--- src/rtl/timestamper_capture_ctrl.sv ---
// timestamper_capture_ctrl
//   Sequences one timestamped capture into the sample buffer. The startBuffer
//   register word is decoded into arm / wait_trig / abort / length fields. A
//   rising edge on arm starts a capture. The capture either begins at once or
//   waits for trig_in. N samples are then written to the buffer RAM at
//   incrementing addresses, and the cycle count at capture start is latched.
//
// Ports
//   user_clk    design clock, all logic on the rising edge
//   user_rst    synchronous active-high reset
//   start_reg   startBuffer word: [0] arm, [1] wait_trig, [2] abort,
//               [31:16] length N (0 or > depth means full depth)
//   trig_in     one-cycle trigger pulse
//   data_in     sample data
//   data_valid  data_in valid this cycle
//   buf_we      buffer write enable (registered)
//   buf_addr    buffer write address (registered)
//   buf_data    buffer write data (registered)
//   busy        waiting for a trigger or capturing
//   done        capture complete, held until arm is cleared
//   trig_time   free-running cycle count latched at capture start
//   status      {state[1:0], 13'b0, missed, wr_count[15:0]}
module timestamper_capture_ctrl #(
  parameter int ADDR_W = 10,
  parameter int DATA_W = 32
) (
  input  logic              user_clk,
  input  logic              user_rst,
  input  logic [31:0]       start_reg,
  input  logic              trig_in,
  input  logic [DATA_W-1:0] data_in,
  input  logic              data_valid,
  output logic              buf_we,
  output logic [ADDR_W-1:0] buf_addr,
  output logic [DATA_W-1:0] buf_data,
  output logic              busy,
  output logic              done,
  output logic [31:0]       trig_time,
  output logic [31:0]       status
);

  typedef enum logic [1:0] {
    S_IDLE    = 2'd0,
    S_WAIT    = 2'd1,
    S_CAPTURE = 2'd2,
    S_DONE    = 2'd3
  } state_t;

  // One bit wider than the 16-bit length field so that a full-depth capture
  // of 2^ADDR_W samples (up to ADDR_W = 16) stays representable.
  localparam logic [16:0] DEPTH = 17'd1 << ADDR_W;

  state_t      state, state_n;
  logic        arm_q;
  logic [31:0] ts_cnt;
  logic [16:0] wr_count;
  logic [16:0] n_eff;
  logic        missed;

  logic        arm, wait_trig, abort, arm_rise;
  logic        do_start, do_write, latch_ts;
  logic        unused_bits;

  assign arm         = start_reg[0];
  assign wait_trig   = start_reg[1];
  assign abort       = start_reg[2];
  assign arm_rise    = arm & ~arm_q;
  assign unused_bits = ^start_reg[15:3];

  function automatic logic [16:0] clamp_len(input logic [15:0] len);
    logic [16:0] len_ext;
    len_ext = {1'b0, len};
    if (len == 16'd0 || len_ext > DEPTH) clamp_len = DEPTH;
    else                                 clamp_len = len_ext;
  endfunction

  always_ff @(posedge user_clk) begin
    if (user_rst) state <= S_IDLE;
    else          state <= state_n;
  end

  // Abort overrides everything, including the write strobe of this cycle.
  always_comb begin
    state_n  = state;
    do_start = 1'b0;
    do_write = 1'b0;
    latch_ts = 1'b0;
    if (abort) begin
      state_n = S_IDLE;
    end else begin
      case (state)
        S_IDLE: begin
          if (arm_rise) begin
            do_start = 1'b1;
            if (wait_trig) begin
              state_n = S_WAIT;
            end else begin
              state_n  = S_CAPTURE;
              latch_ts = 1'b1;
            end
          end
        end
        S_WAIT: begin
          if (trig_in) begin
            state_n  = S_CAPTURE;
            latch_ts = 1'b1;
          end else if (!arm) begin
            state_n = S_IDLE;
          end
        end
        S_CAPTURE: begin
          if (data_valid) begin
            do_write = 1'b1;
            if (wr_count == n_eff - 17'd1) state_n = S_DONE;
          end
        end
        S_DONE: begin
          if (!arm) state_n = S_IDLE;
        end
        default: state_n = S_IDLE;
      endcase
    end
  end

  always_ff @(posedge user_clk) begin
    if (user_rst) begin
      arm_q     <= 1'b0;
      ts_cnt    <= 32'd0;
      busy      <= 1'b0;
      done      <= 1'b0;
      buf_we    <= 1'b0;
      buf_addr  <= '0;
      buf_data  <= '0;
      trig_time <= 32'd0;
      wr_count  <= 17'd0;
      n_eff     <= 17'd0;
      missed    <= 1'b0;
    end else begin
      arm_q  <= arm;
      ts_cnt <= ts_cnt + 32'd1;
      busy   <= (state_n == S_WAIT) || (state_n == S_CAPTURE);
      done   <= (state_n == S_DONE);
      buf_we <= do_write;
      if (do_write) begin
        buf_addr <= wr_count[ADDR_W-1:0];
        buf_data <= data_in;
      end
      if (latch_ts) trig_time <= ts_cnt;
      if (abort) begin
        wr_count <= 17'd0;
      end else if (do_start) begin
        wr_count <= 17'd0;
        n_eff    <= clamp_len(start_reg[31:16]);
      end else if (do_write) begin
        wr_count <= wr_count + 17'd1;
      end
      // missed is sticky until the next arm; do_start only occurs in IDLE,
      // so it never collides with a trigger seen during CAPTURE.
      if (do_start)                                     missed <= 1'b0;
      else if (!abort && state == S_CAPTURE && trig_in) missed <= 1'b1;
    end
  end

  assign status = {state, 13'b0, missed, wr_count[15:0]};

endmodule
--- config.mk ---
export PLATFORM = sky130hd
export DESIGN_NAME = timestamper_capture_ctrl
export DESIGN_NICKNAME = d
export VERILOG_FILES = /design/src/rtl/timestamper_capture_ctrl.sv
export SDC_FILE = /design/constraint.sdc
export NUM_CORES = 1
export LEC_CHECK = 0
export BUFFER_PORTS_ARGS = -buffer_cell sky130_fd_sc_hd__buf_2
export CORE_ASPECT_RATIO = 0.5
export CORE_MARGIN = 2
export CORE_UTILIZATION = 52
export DETAILED_ROUTE_END_ITERATION = 6
export PLACE_DENSITY = 0.8
export SLEW_MARGIN = 20
export SYNTH_ARGS = -nofsm -noshare
export SYNTH_HDL_FRONTEND = slang
export SYNTH_SLANG_ARGS = --single-unit
--- constraint.sdc ---
create_clock -name user_clk -period 3.3 [get_ports user_clk]
set_clock_uncertainty 0.05 [all_clocks]
set_input_delay 0.33 -clock user_clk [delete_from_list [all_inputs] [get_ports user_clk]]
set_output_delay 0.33 -clock user_clk [all_outputs]
set_load 0.005 [all_outputs]
==> out/results.tsv <==
metric	value	unit
result of the run	complete, no violations	
slack of the critical path	0.1128	ns
Routed Antenna Nets	0	
total leakage power	0.003063	uW
layout filler cell count	1039	
slowest stage cell, crit path	or4_1	
drt drc	0	
worst setup path start	n_eff[7]	
worst-path fanout max	8	
Tightest Hold Check Type	in2reg	
antenna diode count	0	
overall track demand over capacity in global routing	22.21	%
count of non-filler cells in the finished layout	1056	
sequential area share after synthesis	47.10	%
r2r worst-path depth	8	
headroom to the max-slew limit	54.35	%
arrival time worst endpoint	3.41	ns
routed wire length per instance	13.39	microns
fin. max-slew vios	0	
post-CTS setup buffers	0	
Die Wd	158.5	microns
Distinct cells, synth	50	
number of warnings issued by yosys	0	
worst-case vdd ir drop	0.4211	mV
upper clock frequency limit	313.8	MHz
area of the core region	11740	sq um
htree depth	4	
most used flip-flop cell after synthesis	dfxtp_1	
min cycle time layout	3.187	ns
pwr dens	515.2	nW/um^2
Finished Cell Area	7512	sq um
maximum number of pins on one net before global-route repair	65	
clock tree buffer depth	2	
final count of negative-setup-slack endpoints	0	
Reg-to-Reg End	busy	
number of instances in the placed design	1024	
first-pass GRT wire length	22630	microns
Tightest Pin Transition	0.6785	ns
critical path's most frequent cell	or4_1	
final hold slack	0.09781	ns
initial antenna violation count	0	
cells traversed along the worst timing path	or4_1 -> or3_1 -> or4_1 -> a22oi_1 -> o2111ai_1 -> o21ai_0 -> ha_1 -> nor2b_1	
I/O pin total	177	
critical path's largest stage delay	0.56	ns
Crit path buffers/inverters	0	
summed instance area of the synthesized netlist	6206	sq um
data required time of the worst path	3.52	ns
RSZ-0062 raised after global routing	false	
number of buffers created by CTS	17	
number of synthesized register bits	146	
number of search-and-repair iterations in the first detailed-routing pass	5	
nature of the critical path endpoint	register	
area added between synthesis and finish	21.05	%
number of sinks on the clock net	146	
number of stages on the worst setup path	8	
total congestion overflow after global routing	0	
async set or reset register ratio after synthesis	0	%
classification of the worst setup path	reg2reg	
DRC marker count from the first detailed-route iteration	321	
Post-Place Worst Slack	0.1815	ns
clock latency on the worst-skew pair	0.41	ns
Avg Vias per Cell	5.143	
type of element launching the critical path	register	
Placement Rows	28	
layout cells sized above 1	22.67	%
global placement routability congestion	0.9011	
origin of the critical flop-to-flop path	n_eff[7]	
clock-pin slew on the worst setup and hold paths	0.06	ns
Critical Path End	busy	
quantity of hold-fixing buffers added after cts	0	
DIE HEIGHT	81.25	microns
# resized after CTS	0	
instance area at placement	6908	sq um
number of flops mapped to enable cells by yosys	0	
floorplan die area	12880	sq um
per-instance average area after synthesis	8.176	sq um
cells after synthesis	759	
sum of negative setup slack	0	ns
number of nets in the finished design	950	
clock tree from TritonCTS	built	
final hold viol count	0	
CTS Root Cell	clkbuf_16	
HPWL reported at the end of detailed placement	9818	microns
Port Buffer Count	150	
internal reg-to-reg setup slack	0.11	ns
delay-heaviest family, CP	simple AND/OR/NAND/NOR gates	
initial core utilization	52.88	%
detailed-route via count	5431	
period utilization	96.58	%
via count of the first global-routing pass	4796	
Maximum Capacitance Violations	0	
total wire length	14140	microns
==> layout by cell type, fill, tap and decap left out, types with 3 or more instances in the layout <==
cell        instances
a21oi_1            87
a22o_1              9
and2_1              6
and3_1              7
and4_1              4
buf_2             149
buf_4              10
bufinv_16           3
clkbuf_16          17
clkinv_2            3
clkinv_4            3
clkinvlp_4          4
conb_1             13
dfxtp_1           146
ha_1                4
inv_1               9
nand2_1           168
nand3_1            21
nand4_1            18
nor2_1             69
nor2b_1             7
nor3_1             14
nor4_1              6
o21ai_0            10
o31ai_1             3
or3_1               9
or4_1               3
xnor2_1            26
xor2_1             33
==> through the flow <==
step,utilization [%],power (uW)
2_1_floorplan,-,1904
3_3_place_gp,58.86,1952
3_5_place_dp,58.86,1955
4_1_cts,64.01,3901
5_1_grt,64.01,4013
6_report,64.01,3870
==> cells by family (layout without fill, tap and decap cells) <==
logic type / count (synthesis) / in the layout / share of synthesized area (%)
simple gates: 339 / 339 / 24.48
flops: 146 / 146 / 47.10
compound gates: 128 / 128 / 12.00
buf+inv: 80 / 200 / 6.895
xor+xnor: 59 / 59 / 8.327
fa+ha+maj: 4 / 4 / 0.8065
mux: 2 / 2 / 0.3427
other cells: 1 / 13 / 0.06043
==> metal layers <==
| metal | routed length, microns | GRT usage, % |
|---|---|---|
| met1 | 6314 | 27.43 |
| met2 | 7058 | 38.65 |
| met3 | 549 | 4.803 |
| met4 | 213 | 8.288 |
| met5 | 0 | 0 |
==> power by group <==
| part | internal, uW | leakage (uW) | switching (uW) |
|---|---|---|---|
| clock | 1210 | 0.000285 | 745 |
| sequential | 1770 | 0.00118 | 7.79 |
| combinational | 52.6 | 0.00160 | 83.8 |
==> cells in the mapped netlist (2+ instances only) <==
cell	number	area (sq um)
and4_1	4	35.03
buf_6	2	22.52
nor2b_1	7	43.79
or3_1	9	56.30
o31ai_1	3	22.52
nand2_1	168	630.6
nand3_1	21	105.1
clkbuf_1	36	135.1
xnor2_1	26	227.7
a22o_1	9	78.83
dfxtp_1	146	2923
nor4_1	6	37.54
ha_1	4	50.05
or2_2	2	12.51
and3_1	7	43.79
o21ai_0	10	50.05
buf_1	3	11.26
o2111ai_1	2	17.52
inv_1	9	33.78
a31oi_1	2	12.51
buf_4	30	225.2
or4_1	3	22.52
o21a_1	2	15.01
nor3_1	14	70.07
a21oi_1	87	435.4
and2_1	6	37.54
nand4_1	18	112.6
xor2_1	33	289.0
nor2_1	69	259.0
==> cell type report <==
class,instances,area [sq um],share of cell area [%]
Tap cell,165,206.4,2.748
Inverter,9,33.78,0.4497
Timing Repair Buffer,159,820.8,10.93
Clock inverter,13,161.4,2.149
Multi-Input combinational cell,545,2924,38.92
Sequential cell,146,2923,38.91
Clock buffer,19,442.9,5.896
==> state kept, by name, indices dropped and copies added (netlist names), 2 cells and up <==
register and flops:
wr_count 17, trig_time 32, buf_data 32, state 2
buf_addr 10, ts_cnt 32, n_eff 16
==> how the worst min path moves through the flow <==
stage          slack, ns           end  cells past startpoint     startpoint
3_3_place_gp        0.39  trig_time[0]                      2   trig_time[0]
5_1_grt             0.09  buf_data[11]                      3    data_in[11]
6_report             0.1      n_eff[9]                      2  start_reg[25]
3_5_place_dp        0.39  trig_time[7]                      2   trig_time[7]
2_1_floorplan       0.38     ts_cnt[0]                      1      ts_cnt[0]
4_1_cts             0.09      n_eff[9]                      2  start_reg[25]
No activity file was read; power rests on OpenSTA's default activity.
